## src/rtl/qeciphy_pkg.sv

```systemverilog
`default_nettype none
// ============================================================================
// Module : qeciphy_pkg
// Brief  : Shared types and default constants for the QECIPHY MMCM controller.
// Rev    : 1.0 - initial release
// ============================================================================
package qeciphy_pkg;

    typedef enum logic [2:0] {
        HOLD   = 3'd0,
        WAIT   = 3'd1,
        SETTLE = 3'd2,
        READY  = 3'd3,
        FAULT  = 3'd4
    } mmcm_ctrl_state_t;

    localparam int DEF_RESET_CYCLES  = 64;
    localparam int DEF_DEBOUNCE      = 8;
    localparam int DEF_SETTLE_CYCLES = 1024;
    localparam int DEF_WAIT_TIMEOUT  = 4096;
    localparam int DEF_MAX_RETRIES   = 4;

    function automatic int max5(input int a, input int b, input int c, input int d, input int e);
        int m;
        m = a;
        if (b > m) m = b;
        if (c > m) m = c;
        if (d > m) m = d;
        if (e > m) m = e;
        return m;
    endfunction

endpackage
`default_nettype wire

```

## src/rtl/qeciphy_sync_2ff.sv

```systemverilog
`default_nettype none
// ============================================================================
// Module : qeciphy_sync_2ff
// Brief  : Two-flop single-bit synchroniser with configurable reset value.
// Rev    : 1.0 - initial release
// ============================================================================
module qeciphy_sync_2ff #(
    parameter logic RST_VAL = 1'b1
) (
    input  logic clk,
    input  logic rst,
    input  logic i_d,
    output logic o_q
);

    (* async_reg = "true" *) logic r_meta;
    (* async_reg = "true" *) logic r_sync;

    always_ff @(posedge clk or posedge rst) begin
        if (rst) begin
            r_meta <= RST_VAL;
            r_sync <= RST_VAL;
        end else begin
            r_meta <= i_d;
            r_sync <= r_meta;
        end
    end

    assign o_q = r_sync;

endmodule
`default_nettype wire

```

## src/rtl/qeciphy_clk_mmcm_ctrl.sv

```systemverilog
`default_nettype none
// ============================================================================
// Module : qeciphy_clk_mmcm_ctrl
// Brief  : Reset/lock sequencer for the PHY clocking MMCM. Optional wait
//          timeout and retry limit enabled by QECIPHY_MMCM_CTRL_TIMEOUT_EN.
// Rev    : 1.0 - initial release
// ============================================================================
module qeciphy_clk_mmcm_ctrl
    import qeciphy_pkg::*;
#(
    parameter int RESET_CYCLES  = DEF_RESET_CYCLES,
    parameter int DEBOUNCE      = DEF_DEBOUNCE,
    parameter int SETTLE_CYCLES = DEF_SETTLE_CYCLES,
    parameter int WAIT_TIMEOUT  = DEF_WAIT_TIMEOUT,
    parameter int MAX_RETRIES   = DEF_MAX_RETRIES
) (
    input  logic       clk,
    input  logic       rst,
    input  logic       mmcm_clk_stopped_i,
    input  logic       restart_req_i,
    output logic       mmcm_reset_o,
    output logic       clk_ready_o,
    output logic       fault_o,
    output logic [3:0] restart_count_o,
    output logic [2:0] state_o
);

    localparam int CW = $clog2(max5(RESET_CYCLES, DEBOUNCE, SETTLE_CYCLES,
                                    WAIT_TIMEOUT, MAX_RETRIES) + 1);
    localparam logic [CW-1:0] C_HOLD_LAST   = CW'(RESET_CYCLES - 1);
    localparam logic [CW-1:0] C_DEB_LAST    = CW'(DEBOUNCE - 1);
    localparam logic [CW-1:0] C_SETTLE_LAST = CW'(SETTLE_CYCLES - 1);

    logic             w_stopped;
    logic             w_fail;
    mmcm_ctrl_state_t w_next;
    mmcm_ctrl_state_t r_state;
    logic [CW-1:0]    r_cnt;
    logic [3:0]       r_count;
    logic             r_mmcm_reset;
    logic             r_clk_ready;

`ifdef QECIPHY_MMCM_CTRL_TIMEOUT_EN
    localparam int RW = $clog2(MAX_RETRIES + 1);
    localparam logic [CW-1:0] C_WAIT_LAST  = CW'(WAIT_TIMEOUT - 1);
    localparam logic [RW-1:0] C_RETRY_LAST = RW'(MAX_RETRIES - 1);
    logic [CW-1:0] r_wcnt;
    logic [RW-1:0] r_retry;
    logic          r_fault;
`endif

    qeciphy_sync_2ff #(
        .RST_VAL (1'b1)
    ) u_sync_stopped (
        .clk (clk),
        .rst (rst),
        .i_d (mmcm_clk_stopped_i),
        .o_q (w_stopped)
    );

    always_comb begin
        w_next = r_state;
        w_fail = 1'b0;
        case (r_state)
            HOLD: begin
                if (r_cnt == C_HOLD_LAST) w_next = WAIT;
            end
            WAIT: begin
                if (restart_req_i) w_next = HOLD;
                else if (!w_stopped && r_cnt == C_DEB_LAST) w_next = SETTLE;
`ifdef QECIPHY_MMCM_CTRL_TIMEOUT_EN
                else if (r_wcnt == C_WAIT_LAST) w_fail = 1'b1;
`endif
            end
            SETTLE: begin
                if (restart_req_i) w_next = HOLD;
                else if (w_stopped) w_fail = 1'b1;
                else if (r_cnt == C_SETTLE_LAST) w_next = READY;
            end
            READY: begin
                if (w_stopped || restart_req_i) w_next = HOLD;
            end
            FAULT: begin
                if (restart_req_i) w_next = HOLD;
            end
            default: w_next = HOLD;
        endcase
        // A failed attempt either retries or, once the budget is spent, parks in FAULT
        if (w_fail) begin
`ifdef QECIPHY_MMCM_CTRL_TIMEOUT_EN
            w_next = (r_retry >= C_RETRY_LAST) ? FAULT : HOLD;
`else
            w_next = HOLD;
`endif
        end
    end

    always_ff @(posedge clk or posedge rst) begin
        if (rst) begin
            r_state      <= HOLD;
            r_cnt        <= '0;
            r_count      <= 4'd0;
            r_mmcm_reset <= 1'b1;
            r_clk_ready  <= 1'b0;
        end else begin
            r_state <= w_next;
            if (w_next != r_state)
                r_cnt <= '0;
            else if (r_state == WAIT && w_stopped)
                r_cnt <= '0;
            else if (r_state != READY && r_state != FAULT)
                r_cnt <= r_cnt + 1'b1;
            if (r_state == READY && w_stopped && r_count != 4'hF)
                r_count <= r_count + 4'd1;
            r_mmcm_reset <= (w_next == HOLD) || (w_next == FAULT);
            r_clk_ready  <= (w_next == READY);
        end
    end

`ifdef QECIPHY_MMCM_CTRL_TIMEOUT_EN
    always_ff @(posedge clk or posedge rst) begin
        if (rst) begin
            r_wcnt  <= '0;
            r_retry <= '0;
            r_fault <= 1'b0;
        end else begin
            if (w_next != r_state)
                r_wcnt <= '0;
            else if (r_state == WAIT)
                r_wcnt <= r_wcnt + 1'b1;
            if (w_fail)
                r_retry <= r_retry + 1'b1;
            else if (w_next == READY || (r_state == FAULT && w_next == HOLD))
                r_retry <= '0;
            r_fault <= (w_next == FAULT);
        end
    end
    assign fault_o = r_fault;
`else
    assign fault_o = 1'b0;
`endif

    assign mmcm_reset_o    = r_mmcm_reset;
    assign clk_ready_o     = r_clk_ready;
    assign restart_count_o = r_count;
    assign state_o         = r_state;

endmodule
`default_nettype wire

```

## config.mk

```make
export PLATFORM = sky130hd
export DESIGN_NAME = qeciphy_clk_mmcm_ctrl
export DESIGN_NICKNAME = d
export VERILOG_FILES = /design/src/rtl/qeciphy_pkg.sv /design/src/rtl/qeciphy_sync_2ff.sv /design/src/rtl/qeciphy_clk_mmcm_ctrl.sv
export SDC_FILE = /design/constraint.sdc
export NUM_CORES = 1
export LEC_CHECK = 0
export ABC_AREA = 1
export CELL_PAD_IN_SITES_DETAIL_PLACEMENT = 1
export CELL_PAD_IN_SITES_GLOBAL_PLACEMENT = 2
export CORE_MARGIN = 3
export CORE_UTILIZATION = 37
export CTS_BUF_LIST = sky130_fd_sc_hd__clkbuf_16
export CTS_CLUSTER_SIZE = 28
export DETAILED_ROUTE_END_ITERATION = 10
export HOLD_SLACK_MARGIN = 0.08
export PLACE_DENSITY_LB_ADDON = 0.1
export SLEW_MARGIN = 20
export SYNTH_ARGS = -nofsm -noshare
export SYNTH_HDL_FRONTEND = slang
export SYNTH_SLANG_ARGS = --single-unit
```

## constraint.sdc

```tcl
create_clock -name clk -period 3.5 [get_ports clk]
set_input_delay 0.7 -clock clk [delete_from_list [all_inputs] [get_ports clk]]
set_output_delay 0.7 -clock clk [all_outputs]
set_load 0.02 [all_outputs]
```

==> impl_metrics.env <==
export IMPL_via_count=1069
export IMPL_finalSetupTns_ps=0
export IMPL_crit_slowest_cell="clkdlybuf4s50_1"
export IMPL_path_cells="clkdlybuf4s50_1"
export IMPL_multi_input_area_um2=696
export IMPL_finish_utilization_pct=46.5
export IMPL_grt_ovfl_total=0
export IMPL_ios=14
export IMPL_dieArea_um2=4550
export IMPL_synth_area_per_cell_um2=8.85
export IMPL_syn_to_final_growth_pct=16.2
export IMPL_core_area_um2=3490
export IMPL_switchingPower_uw=286
export IMPL_rsz0062_at_grt="false"
export IMPL_postCtsSetupRepairBufs=0
export IMPL_tightest_slew_ps=924
export IMPL_skew_ps=2.77
export IMPL_drtPass1Iterations=4
export IMPL_yosysTopAreaCell="dfrtp_1"
export IMPL_hold_slack_ps=357
export IMPL_path_buf_inv=1
export IMPL_grtUsageTotal_pct=16.7
export IMPL_pwr_share_seq_pct=45.7
export IMPL_cpPeakStageDelay_ps=660
export IMPL_critPathMaxFanout=7
export IMPL_drt_iter0_drc=58
export IMPL_comb_power_share_pct=25.4
export IMPL_use_met2_pct=29.0
export IMPL_dieHeight_um=67.5
export IMPL_clkTransAtPathRegs_ps=60
export IMPL_port_buffers=12
export IMPL_ant_nets=0
export IMPL_place_gp_congestion=0.775
export IMPL_drive_gt1_share_pct=21.6
export IMPL_vias_per_cell=4.93
export IMPL_cts_sinks=24
export IMPL_hold_viol=0
export IMPL_grt_pass1_wl_mm=5.72
export IMPL_hpwl_mm=2.33
export IMPL_status="finished clean"
export IMPL_cts_buffers=3
export IMPL_register_area_um2=604
export IMPL_period_share_pct=60.4
export IMPL_drt_wl_total_mm=3.11
export IMPL_cp_data_arrival_time_ps=1410
export IMPL_clockRootBuffer="clkbuf_16"
export IMPL_cts_resized=0
export IMPL_power_per_cell_area_nw_per_um2=538
export IMPL_htree_levels=1
export IMPL_synth_distinct_cells=29
export IMPL_cp_end_kind="primary output"
export IMPL_slew_violations=0
export IMPL_grt_pass1_vias=1205
export IMPL_n_antenna_cell=0
export IMPL_placed_cell_area_um2=1550
export IMPL_max_freq_mhz=473
export IMPL_crit_type="reg -> out"
export IMPL_fill_cells=415
export IMPL_use_met3_pct=3.16
export IMPL_routedWlPerCell_um=14.3
export IMPL_grt_start_max_net_pins=25
export IMPL_p_leak_nw=0.705
export IMPL_period_needed_ps=2110
export IMPL_layout_nets=178
export IMPL_antenna_found_initial=0
export IMPL_drc=0
export IMPL_synth_seq_area_share_pct=43.2
export IMPL_initial_utilization_pct=40.0
export IMPL_p_int_uw=589
export IMPL_synthesis_area_um2=1400
export IMPL_ir_drop_uv=196
export IMPL_cts_hold_buffers=0
export IMPL_drv_cap=0
export IMPL_clk_path_buf_depth=2
export IMPL_hold_path_class="reg -> reg"
export IMPL_cp_top_family="buffers and inverters"
export IMPL_rows=21
export IMPL_die_w_um=67.5
export IMPL_p_sw_share_pct=32.7
export IMPL_p_clk_share_pct=29.0
export IMPL_synth_warnings=0
export IMPL_clk_latency_ps=260
export IMPL_synthTopCellsByArea="dfrtp_1 38%, nor3_2 7.9%, nand2_1 6.7%"
export IMPL_ys_ff_latch=24
export IMPL_grt_busiest_layer="met2"
export IMPL_power_uw=875
export IMPL_synth_top_area_share_pct=37.6
export IMPL_synthCells=158
export IMPL_setup_viol=0
export IMPL_syn_num_nets=164
export IMPL_cts_tree="built"
export IMPL_met1_usage_pct=21.0
export IMPL_start_kind="flop"
export IMPL_required_ps=2800
export IMPL_maxSlewHeadroom_pct=38.3
export IMPL_stdcell_area_um2=1620
-- state kept, by name, indices dropped and copies added, names as in the netlist --
name                   cells
r_cnt                     13
restart_count_o            4
state_o                    3
clk_ready_o                1
mmcm_reset_o               1
u_sync_stopped.o_q         1
u_sync_stopped.r_meta      1
-- per-stage QoR --
step                setup slack (ps)  std cells
CTS                             1370        217
detailed placement              1240        213
global placement                1280        213
global route                    1310        217
finish                          1390        217
floorplan                       1890        158
-- layer usage --
| layer | up-vias | wire [um] | part of all wire, % |
|---|---|---|---|
| met1 | 528 | 1440 | 46 |
| met2 | 11 | 1560 | 50 |
| met5 | - | 0 | 0 |
| li1 | 526 | - | - |
| met3 | 4 | 68 | 2.2 |
| met4 | 0 | 34 | 1.1 |
-- Yosys cell counts --
library cell,n
o21ai_2,1
buf_4,1
conb_1,1
ha_1,2
nor2_2,2
nor2_1,19
buf_6,2
nand3_1,10
a21oi_2,1
mux2_2,1
nand4_1,3
nand2_2,7
dfrtp_1,21
o21ai_0,2
xor2_1,8
or2_1,1
inv_1,13
xnor2_1,6
nand3_4,1
clkinv_1,1
mux2i_1,1
nor3_2,11
inv_2,4
nand3_2,2
nor2_4,1
a21oi_1,2
nor3_1,6
nand2_1,25
dfstp_2,3
-- placed cells by master, fill, tap and decap left out --
| cell | Yosys | routed |
|---|---|---|
| o21ai_2 | 1 | 1 |
| nand4_1 | 3 | 3 |
| xor2_1 | 8 | 8 |
| nor2_2 | 2 | 2 |
| clkinv_1 | 1 | 2 |
| conb_1 | 1 | 1 |
| inv_2 | 4 | 4 |
| or2_1 | 1 | 1 |
| ha_1 | 2 | 2 |
| nand2_1 | 25 | 25 |
| nand3_4 | 1 | 1 |
| nor2_1 | 19 | 19 |
| nor3_1 | 6 | 6 |
| dfrtp_1 | 21 | 21 |
| nand3_1 | 10 | 10 |
| o21ai_0 | 2 | 2 |
| mux2i_1 | 1 | 1 |
| a21oi_2 | 1 | 1 |
| nand3_2 | 2 | 2 |
| xnor2_1 | 6 | 6 |
| nor3_2 | 11 | 11 |
| mux2_2 | 1 | 1 |
| inv_1 | 13 | 13 |
| dfstp_2 | 3 | 3 |
| clkdlybuf4s50_1 | 0 | 12 |
| clkbuf_16 | 0 | 3 |
| a21oi_1 | 2 | 2 |
| nand2_2 | 7 | 7 |
| nor2_4 | 1 | 1 |
-- final timing paths --
kind | from | endpoint | slack (ps) | depth (start not counted)
min in group asynchronous | rst | restart_count_o[0]$_DFFE_PP0P_ | 950 | 2
hold / removal | u_sync_stopped.r_meta$_DFF_PP1_ | u_sync_stopped.o_q$_DFF_PP1_ | 360 | 0
hold reg to reg | u_sync_stopped.r_meta$_DFF_PP1_ | u_sync_stopped.o_q$_DFF_PP1_ | 360 | 0
setup / recovery | state_o[1]$_DFF_PP0_ | state_o[1] | 1390 | 1
max in group asynchronous | rst | r_cnt[7]$_DFFE_PP0P_ | 1990 | 2
setup reg to reg | r_cnt[0]$_DFFE_PP0P_ | r_cnt[6]$_DFFE_PP0P_ | 1550 | 9
-- cell families (layout without fill, tap and decap cells) --
kind of cell | Yosys count | in the layout | share of synthesized area (%)
other | 1 | 1 | 0.268
adder cells (fa/ha/maj) | 2 | 2 | 1.79
AND/OR/NAND/NOR | 88 | 88 | 34.7
AO/OA/AOI/OAI | 6 | 6 | 2.69
multiplexers | 2 | 2 | 1.52
XOR/XNOR | 14 | 14 | 8.77
buffers and inverters | 21 | 34 | 6.98
flip-flops | 24 | 24 | 43.2
-- power by group through the flow --
stage / clock [mW] / sequential (mW) / combinational (mW)
after CTS: 0.256 / 0.399 / 0.227
after global routing: 0.269 / 0.410 / 0.257
after global placement: 0 / 0.400 / 0.215
after floorplan: 0 / 0.387 / 0.187
after detailed placement: 0 / 0.404 / 0.225
final: 0.253 / 0.399 / 0.222
-- final cells by class --
cell class | instances | share of cell area (%)
timing repair buffer | 12 | 7.40
tap | 46 | 3.54
multi-input combinational | 113 | 42.8
clock inverter | 1 | 0.231
inverter | 18 | 4.16
sequential | 24 | 37.2
clock buffer | 3 | 4.62
(Power assumes the default switching activity.)
